[src/rtl/mem_wb_writeback_pkg.sv]
// ============================================================================
// Module : mem_wb_writeback_pkg
// Brief  : Shared core defines plus the writeback holding-register update rule.
// Rev    : 1.0  initial release
// ============================================================================
`default_nettype none

package mem_wb_writeback_pkg;

    localparam int REG_ADDR_WIDTH = 5;
    localparam int DATA_WIDTH     = 32;

    typedef logic [REG_ADDR_WIDTH-1:0] RegAddrBus;
    typedef logic [DATA_WIDTH-1:0]     RegBus;

    localparam RegBus     ZeroWord     = 32'h0;
    localparam RegAddrBus NOPRegAddr   = 5'h0;
    localparam logic      WriteEnable  = 1'b1;
    localparam logic      WriteDisable = 1'b0;
    localparam logic      ReadEnable   = 1'b1;
    localparam logic      ReadDisable  = 1'b0;

    typedef enum logic [1:0] {
        WB_CAPTURE = 2'd0,
        WB_BUBBLE  = 2'd1,
        WB_HOLD    = 2'd2
    } wb_action_e;

    // stall_mem=0 with stall_wb=1 is not produced by ctrl; it falls through to capture.
    function automatic wb_action_e wb_action(input logic flush,
                                             input logic stall_mem,
                                             input logic stall_wb);
        wb_action_e act;
        if (flush)
            act = WB_BUBBLE;
        else if (stall_mem && !stall_wb)
            act = WB_BUBBLE;
        else if (stall_mem)
            act = WB_HOLD;
        else
            act = WB_CAPTURE;
        return act;
    endfunction

endpackage

`default_nettype wire

[src/rtl/wb_fwd_mux.sv]
// ============================================================================
// Module : wb_fwd_mux
// Brief  : Per-port operand selector returning pending writeback data to ID.
// Rev    : 1.0  initial release
// ============================================================================
`default_nettype none

module wb_fwd_mux
    import mem_wb_writeback_pkg::*;
#(
    parameter int REG_ADDR_W = 5,
    parameter int DATA_W     = 32
) (
    input  logic                  rd_en_i,
    input  logic [REG_ADDR_W-1:0] rd_addr_i,
    input  logic [DATA_W-1:0]     rf_rdata_i,
    input  logic                  we_i,
    input  logic [REG_ADDR_W-1:0] rw_i,
    input  logic [DATA_W-1:0]     wdata_i,
    output logic [DATA_W-1:0]     fwd_rdata_o
);

    always_comb begin
        fwd_rdata_o = rf_rdata_i;
        if (rd_en_i == ReadDisable)
            fwd_rdata_o = '0;
        else if (rd_addr_i == '0)
            fwd_rdata_o = '0;
        else if ((we_i == WriteEnable) && (rw_i == rd_addr_i))
            fwd_rdata_o = wdata_i;
    end

endmodule

`default_nettype wire

[src/rtl/mem_wb_writeback.sv]
// ============================================================================
// Module : mem_wb_writeback
// Brief  : MEM->WB holding register, GPR write port, ID forwarding, retire count.
// Rev    : 1.0  initial release
// ============================================================================
`default_nettype none

module mem_wb_writeback
    import mem_wb_writeback_pkg::*;
#(
    parameter int REG_ADDR_W = 5,
    parameter int DATA_W     = 32
) (
    input  logic                  clk,
    input  logic                  rst,
    input  logic                  mem_valid,
    input  logic                  mem_wreg,
    input  logic [REG_ADDR_W-1:0] mem_wd,
    input  logic [DATA_W-1:0]     mem_wdata,
    input  logic                  stall_mem,
    input  logic                  stall_wb,
    input  logic                  flush,
    input  logic                  rd1_en,
    input  logic                  rd2_en,
    input  logic [REG_ADDR_W-1:0] rd1_addr,
    input  logic [REG_ADDR_W-1:0] rd2_addr,
    input  logic [DATA_W-1:0]     rf_rdata1,
    input  logic [DATA_W-1:0]     rf_rdata2,
    output logic                  we,
    output logic [REG_ADDR_W-1:0] rw,
    output logic [DATA_W-1:0]     wdata,
    output logic [DATA_W-1:0]     fwd_rdata1,
    output logic [DATA_W-1:0]     fwd_rdata2,
    output logic [31:0]           retire_cnt
);

    logic                  wb_valid_q, wb_valid_d;
    logic                  wb_wreg_q,  wb_wreg_d;
    logic [REG_ADDR_W-1:0] wb_wd_q,    wb_wd_d;
    logic [DATA_W-1:0]     wb_wdata_q, wb_wdata_d;
    logic [31:0]           retire_cnt_q, retire_cnt_d;

    wb_action_e w_action;
    logic       w_retire;

    assign w_action = wb_action(flush, stall_mem, stall_wb);
    assign w_retire = (w_action == WB_CAPTURE) && mem_valid;

    always_comb begin
        wb_valid_d   = wb_valid_q;
        wb_wreg_d    = wb_wreg_q;
        wb_wd_d      = wb_wd_q;
        wb_wdata_d   = wb_wdata_q;
        retire_cnt_d = retire_cnt_q + {31'd0, w_retire};
        case (w_action)
            WB_CAPTURE: begin
                wb_valid_d = mem_valid;
                wb_wreg_d  = mem_wreg;
                wb_wd_d    = mem_wd;
                wb_wdata_d = mem_wdata;
            end
            WB_BUBBLE: begin
                wb_valid_d = 1'b0;
                wb_wreg_d  = 1'b0;
                wb_wd_d    = '0;
                wb_wdata_d = '0;
            end
            default: ;
        endcase
    end

    always_ff @(posedge clk or negedge rst) begin
        if (!rst) begin
            wb_valid_q   <= 1'b0;
            wb_wreg_q    <= 1'b0;
            wb_wd_q      <= '0;
            wb_wdata_q   <= '0;
            retire_cnt_q <= 32'd0;
        end else begin
            wb_valid_q   <= wb_valid_d;
            wb_wreg_q    <= wb_wreg_d;
            wb_wd_q      <= wb_wd_d;
            wb_wdata_q   <= wb_wdata_d;
            retire_cnt_q <= retire_cnt_d;
        end
    end

    // A held entry keeps we asserted; rewriting the same value is harmless.
    assign we         = wb_valid_q && wb_wreg_q && (wb_wd_q != '0);
    assign rw         = wb_wd_q;
    assign wdata      = wb_wdata_q;
    assign retire_cnt = retire_cnt_q;

    wb_fwd_mux #(
        .REG_ADDR_W (REG_ADDR_W),
        .DATA_W     (DATA_W)
    ) u_fwd1 (
        .rd_en_i     (rd1_en),
        .rd_addr_i   (rd1_addr),
        .rf_rdata_i  (rf_rdata1),
        .we_i        (we),
        .rw_i        (rw),
        .wdata_i     (wdata),
        .fwd_rdata_o (fwd_rdata1)
    );

    wb_fwd_mux #(
        .REG_ADDR_W (REG_ADDR_W),
        .DATA_W     (DATA_W)
    ) u_fwd2 (
        .rd_en_i     (rd2_en),
        .rd_addr_i   (rd2_addr),
        .rf_rdata_i  (rf_rdata2),
        .we_i        (we),
        .rw_i        (rw),
        .wdata_i     (wdata),
        .fwd_rdata_o (fwd_rdata2)
    );

endmodule

`default_nettype wire
[config.mk]
export PLATFORM = sky130hd
export DESIGN_NAME = mem_wb_writeback
export DESIGN_NICKNAME = d
export VERILOG_FILES = /design/src/rtl/mem_wb_writeback_pkg.sv /design/src/rtl/wb_fwd_mux.sv /design/src/rtl/mem_wb_writeback.sv
export SDC_FILE = /design/constraint.sdc
export NUM_CORES = 1
export LEC_CHECK = 0
export BUFFER_PORTS_ARGS = -buffer_cell sky130_fd_sc_hd__buf_2
export CAP_MARGIN = 10
export CORE_AREA = 2 2 107 109
export DETAILED_ROUTE_END_ITERATION = 12
export DIE_AREA = 0 0 109 111
export PLACE_DENSITY = 0.88
export SLEW_MARGIN = 20
export SYNTH_ARGS = -nofsm -noshare
export SYNTH_HDL_FRONTEND = slang
export SYNTH_SLANG_ARGS = --single-unit
[constraint.sdc]
create_clock -name clk -period 1.8 [get_ports clk]
set_input_delay 0.36 -clock clk [delete_from_list [all_inputs] [get_ports clk]]
set_output_delay 0.36 -clock clk [all_outputs]
set_load 0.1 [all_outputs]
Yosys cells after proc, flatten, opt, wreduce, memory -nomap -nowiden --
Cells that the tools add are included. Widths: inputs -> output; s select.
Operators by class: add/sub/neg operators 1, eq/ne operators 3, mux-type cells 13, reductions and logical operators 12
Operators by type and width (number):
- $mux 32 | 6
- $pmux 32 s2 | 1
- $add 32x1->32 | 1
- $eq 5x5->1 | 2
- $logic_not 5->1 | 2
- $pmux 5 s2 | 1
- $logic_and 1x1->1 | 6
- $mux 2 | 3
- $reduce_bool 5->1 | 1
- $pmux 1 s2 | 2
- $eq 2x1->1 const B | 1
- $logic_not 2->1 | 1
- $reduce_bool 2->1 | 1
- $logic_not 1->1 | 1
Storage, ports and cells: register bits 71, bits of input ports 120, output and inout bits 134, logic and storage cells 34

Depth between registers and ports, before layout --
word-level depth 7, gate-level depth with buffers 9, mapped depth without buffers 8

Cells and area by module --
Synthesis repeated with hierarchy kept, for this count alone.
Second synthesis, totals: cell total of the unflattened synthesis 463, area total of the unflattened synthesis 4242.8 um^2
By module, submodules not included:
- mem_wb_writeback | instances 1, cells an instance 217, area each 2849.0 um^2, sequential area each 1776.7 um^2
- wb_fwd_mux | instances 2, cells an instance 123, area each 696.9 um^2, sequential area each 0.0 um^2

Worst setup path before layout --
No wires, ideal clock.
path kind register to output, start register wb_wd_q[1] (netlist: rw[1]), end output fwd_rdata2[10], data arrival time 3.685 ns, required time 1.440 ns, slack -2.245 ns, cell stages (with the launch flop) 6, path buffers 1, path through dfrtp_1 -> or4_4 -> o211ai_4 -> nor4_4 -> buf_6 -> mux2i_1
Between the ends: cells in the longest elaborated chain, start to end 6, elaborated cells between the ends (all ways) 7, those cells by class eq/ne: 1; mux: 3; reduce/logical: 3
Ends and longest elaborated chain:
- from (decl) | line mem_wb_writeback.sv:39 | logic [REG_ADDR_W-1:0] wb_wd_q, wb_wd_d;
- from (signal assigned) | line mem_wb_writeback.sv:82 | wb_wd_q <= wb_wd_d;
- $reduce_bool 5->1 | line mem_wb_writeback.sv:89 | assign we = wb_valid_q && wb_wreg_q && (wb_wd_q != '0);
- $logic_and 1x1->1 | line mem_wb_writeback.sv:89
- $logic_and 1x1->1 * | line wb_fwd_mux.sv:29 | else if ((we_i == WriteEnable) && (rw_i == rd_addr_i))
- $mux 32 * | line wb_fwd_mux.sv:29
- $mux 32 * | line wb_fwd_mux.sv:27 | else if (rd_addr_i == '0)
- $mux 32 * | line wb_fwd_mux.sv:25 | if (rd_en_i == ReadDisable)
- to (decl) | line mem_wb_writeback.sv:33 | output logic [DATA_W-1:0] fwd_rdata2,
Every way passes the cells marked *; elsewhere a longest branch is shown, timed or not.

Worst setup path in the final report --
start register wb_wd_q[2] (netlist: rw[2]), end output fwd_rdata1[7]
Between the ends: cells in the longest elaborated chain, start to end 6, elaborated cells between the ends (all ways) 7, those cells by class eq/ne: 1; mux: 3; reduce/logical: 3
Ends and longest elaborated chain:
- $reduce_bool 5->1 | line mem_wb_writeback.sv:89
- $logic_and 1x1->1 | line mem_wb_writeback.sv:89
- $logic_and 1x1->1 * | line wb_fwd_mux.sv:29
- $mux 32 * | line wb_fwd_mux.sv:29
- $mux 32 * | line wb_fwd_mux.sv:27
- $mux 32 * | line wb_fwd_mux.sv:25
- to (decl) | line mem_wb_writeback.sv:32 | output logic [DATA_W-1:0] fwd_rdata1,
Marks and branches as above.

==> reports/results.md <==
- retire_cnt[16] — R2R Path End
- 740 nW/um^2 — PwrDens
- 849 — total placed cells including tap cells
- 852 — Net count, final
- 0.06 ns — clock slew at the register clock pins of the worst setup and hold paths
- 0.08 ns — reg2reg setup slack
- 0.00139 V — highest ir drop seen on vdd
- 4300 um^2 — post-synthesis cell area
- wdata[13] — endpoint with the worst hold slack
- 0 — number of enable flip-flop cells after synthesis
- input port to flop — type of the worst min-delay path
- 566 — Net Count, Synth
- 0.33 ns — Skew-Pair Late Insertion Delay
- 71 — Num Clock Sinks
- 111 um — height of the die
- 4 — Detailed Routing Iterations Pass 1
- mem_wdata[13] — hold wc startpoint
- 0 — ANT nets after route
- 100% — fraction of registers with async set or reset after synthesis
- 0 — global route total overflow
- 0.490 ns — transition time at the pin with the least slew margin
- 65 — pin count of the biggest net entering global routing
- sky130_fd_sc_hd__buf_2, sky130_fd_sc_hd__nand2_1, sky130_fd_sc_hd__buf_12, sky130_fd_sc_hd__mux2i_4, sky130_fd_sc_hd__dfrtp_1 — most frequent cells in the layout
- 0 — Final Hold Violating Endpoints
- flop to output pin — critical path class
- 0 — synthesis warning total
- 31.5% — proportion of power drawn by the clock network
- 109 um — floorplan die width
- 41.3% — Seq/Total Area, Yosys
- 19.1 um — Avg WL per Cell
- 96.6% — area growth from synthesis to final layout
- retire_cnt[0] — r2r startpoint
- sky130_fd_sc_hd__dfrtp_1 — predominant post-synthesis flop cell
- 38.8% — share of total power in combinational logic
- 27.8% — GR Util All Layers
- 654 — Layout fillers
- 8450 um^2 — area of all placed cells without fillers
- 158% — ratio of final minimum period to clock period
- 443 — Syn Inst Count
- 214 — Iteration-0 DRC Markers
- 38.8% — effective utilization at floorplan
- 9 — TritonCTS buffer count
- 879 — Final Instance Count excl. Fillers
- 2 — cell count of the worst hold path
- 59.1% — share of cells above drive strength 1
- 67.1% — Slew Limit Headroom
- yes — unrepaired setup endpoints after global routing
- output pin — crit end category
- 2.49 ns — Data arrival, critical path
- 2 — antenna violations before repair
- 26.3 mm — global-route wire length before repair
- 39 — number of rows created at floorplan
- 0 — detailed-route DRC error count
- 12100 um^2 — area of the die
- 0.870 — routability congestion estimate
- 2 — deepest clock path buffer count
- 4629 — via count
- 0.00260 W — reported net switching power
- 16.8 mm — overall routed net length
- 0.351 GHz — highest attainable clock frequency
- 5.27 — Vias/cell
- 254 — IO Pins
- 5197 — via count of the first global-routing pass
- 71 — Yosys reg bits
- 11100 um^2 — floorplan core area
- 29.6% — sequential group share of total power
- 2.85 ns — final worst path period need
- -1.05 ns — Final WS setup
- 3.72 nW — LEAKAGE
- 12.9 mm — HPWL after detailed placement
- 0.0114 ns — post-route clock skew
- 41.7% — switching power share of the total
- negative setup slack — violated checks
- 0.00365 W — Int Pwr
- 7 — biggest fanout along the worst timing path
- 7900 um^2 — area post-placement
- -65.01 ns — aggregate negative setup slack
- finished with violations — outcome
- 0 — count of pins over their slew limit
- 65 — final number of setup-violating endpoints
- sky130_fd_sc_hd__clkbuf_16 — clock root buffer master
- 0 — number of violations of the max-capacitance limit
- done — CTS tree
- 7 — R2R depth
- 253 — Port Buffers
- 31 — post-synthesis cell type count
- sky130_fd_sc_hd__buf_2 — leading cell type in the layout, fill and taps excluded
- 9.70 um^2 — Avg Inst Size Synth
- 3 — CTS H-Tree Depth
- flop — CP startpoint kind
- 1.44 ns — data required time at the worst endpoint
-- worst max-delay path, cell delays in order, from the launching register on --
cell                       delay, ns
sky130_fd_sc_hd__dfrtp_4        0.49
sky130_fd_sc_hd__or4_4          0.53
sky130_fd_sc_hd__o211ai_4       0.20
sky130_fd_sc_hd__buf_6          0.14
sky130_fd_sc_hd__nor4_4         0.04
sky130_fd_sc_hd__buf_12         0.17
sky130_fd_sc_hd__buf_16         0.16
sky130_fd_sc_hd__mux2i_4        0.22
sky130_fd_sc_hd__buf_12         0.21
-- cell usage after synthesis, types with 2 or more instances --
master,count,area [um^2]
sky130_fd_sc_hd__buf_4,2,15.0
sky130_fd_sc_hd__xor2_1,10,87.6
sky130_fd_sc_hd__ha_1,3,37.5
sky130_fd_sc_hd__nor3_1,5,25.0
sky130_fd_sc_hd__xnor2_1,30,263
sky130_fd_sc_hd__dfrtp_1,71,1780
sky130_fd_sc_hd__clkbuf_1,8,30.0
sky130_fd_sc_hd__nand2_1,138,518
sky130_fd_sc_hd__and3_1,2,12.5
sky130_fd_sc_hd__a22o_1,37,324
sky130_fd_sc_hd__dlymetal6s2s_1,5,62.6
sky130_fd_sc_hd__o21a_1,2,15.0
sky130_fd_sc_hd__nand4_1,10,62.6
sky130_fd_sc_hd__or4_1,2,15.0
sky130_fd_sc_hd__nor4_4,3,63.8
sky130_fd_sc_hd__mux2i_1,64,641
sky130_fd_sc_hd__nand3_1,14,70.1
sky130_fd_sc_hd__inv_1,4,15.0
sky130_fd_sc_hd__and4_1,2,17.5
sky130_fd_sc_hd__and2_1,3,18.8
sky130_fd_sc_hd__buf_2,5,25.0
sky130_fd_sc_hd__buf_6,8,90.1
sky130_fd_sc_hd__nor2_1,7,26.3
-- registers in the layout, indices dropped and copies added, names as in the netlist --
name        flops
wb_wreg_q       1
rw              5
wb_valid_q      1
wdata          32
retire_cnt     32
-- metrics by stage --
step	setup slack, ns	util, %	hold slack (ns)	power, W
floorplan	-1.13	-	0.0644	0.00354
global placement	-0.624	71.4	0.275	0.00425
detailed placement	-0.684	71.4	0.278	0.00430
CTS	-1.02	75.4	0.249	0.00627
global route	-1.08	76.3	0.247	0.00645
finish	-1.05	76.3	0.254	0.00625
-- power groups by stage --
| stage | Combinational, W | Clock, W | Sequential [W] |
|---|---|---|---|
| floorplan | 0.00102 | 0 | 0.00252 |
| global placement | 0.00238 | 0 | 0.00187 |
| detailed placement | 0.00242 | 0 | 0.00188 |
| CTS | 0.00243 | 0.00199 | 0.00185 |
| global route | 0.00251 | 0.00207 | 0.00187 |
| finish | 0.00243 | 0.00197 | 0.00185 |
-- layout make-up --
type | count | area (um^2) | area share, %
inverter | 4 | 15.0 | 0.178
sequential | 71 | 1860 | 22.0
timing repair buffer | 304 | 2910 | 34.5
clock buffer | 9 | 225 | 2.67
antenna | 2 | 5.00 | 0.0592
multi-input combinational | 339 | 3150 | 37.3
tap | 143 | 179 | 2.12
clock inverter | 7 | 101 | 1.20
-- worst max-delay path by stage --
stage                      from              to  slack [ns]  cells past startpoint
after global routing      rw[1]   fwd_rdata1[7]       -1.08                      8
after global placement    rw[1]   fwd_rdata2[1]       -0.62                      7
after detailed placement  rw[1]  fwd_rdata1[20]       -0.68                      6
after floorplan           rw[1]  fwd_rdata1[10]       -1.13                      5
final                     rw[2]   fwd_rdata1[7]       -1.05                      8
after CTS                 rw[1]  fwd_rdata2[21]       -1.02                      8
-- routing by layer --
metal | share of wire (%) | routed length, um | global-route usage (%) | up-vias
met3 | 5.1 | 853 | 5.53 | 41
li1 | - | - | - | 2112
met1 | 36 | 6030 | 30.0 | 2285
met5 | 0 | 0 | 0 | -
met4 | 3.3 | 547 | 12.1 | 0
met2 | 56 | 9340 | 51.4 | 191
-- kinds of logic after synthesis --
kind of cell / Yosys count / share of synthesized area (%)
and+or+nand+nor: 190 / 20.3
DFF: 71 / 41.3
muxes: 64 / 14.9
AOI/OAI and AO/OA: 42 / 8.79
xor gates and xnor gates: 40 / 8.15
buffers and inverters: 33 / 5.62
adders and majority gates: 3 / 0.873
-- what timing repair did --
action,in CTS,in global routing
hold buffers,1,0
gates cloned,1,2
pin swaps,0,0
hold endpoints to repair,23,0
setup endpoints to repair,65,65
gates resized for setup,9,3
buffers inserted,6,4
Power figures use the tool's default switching activity.
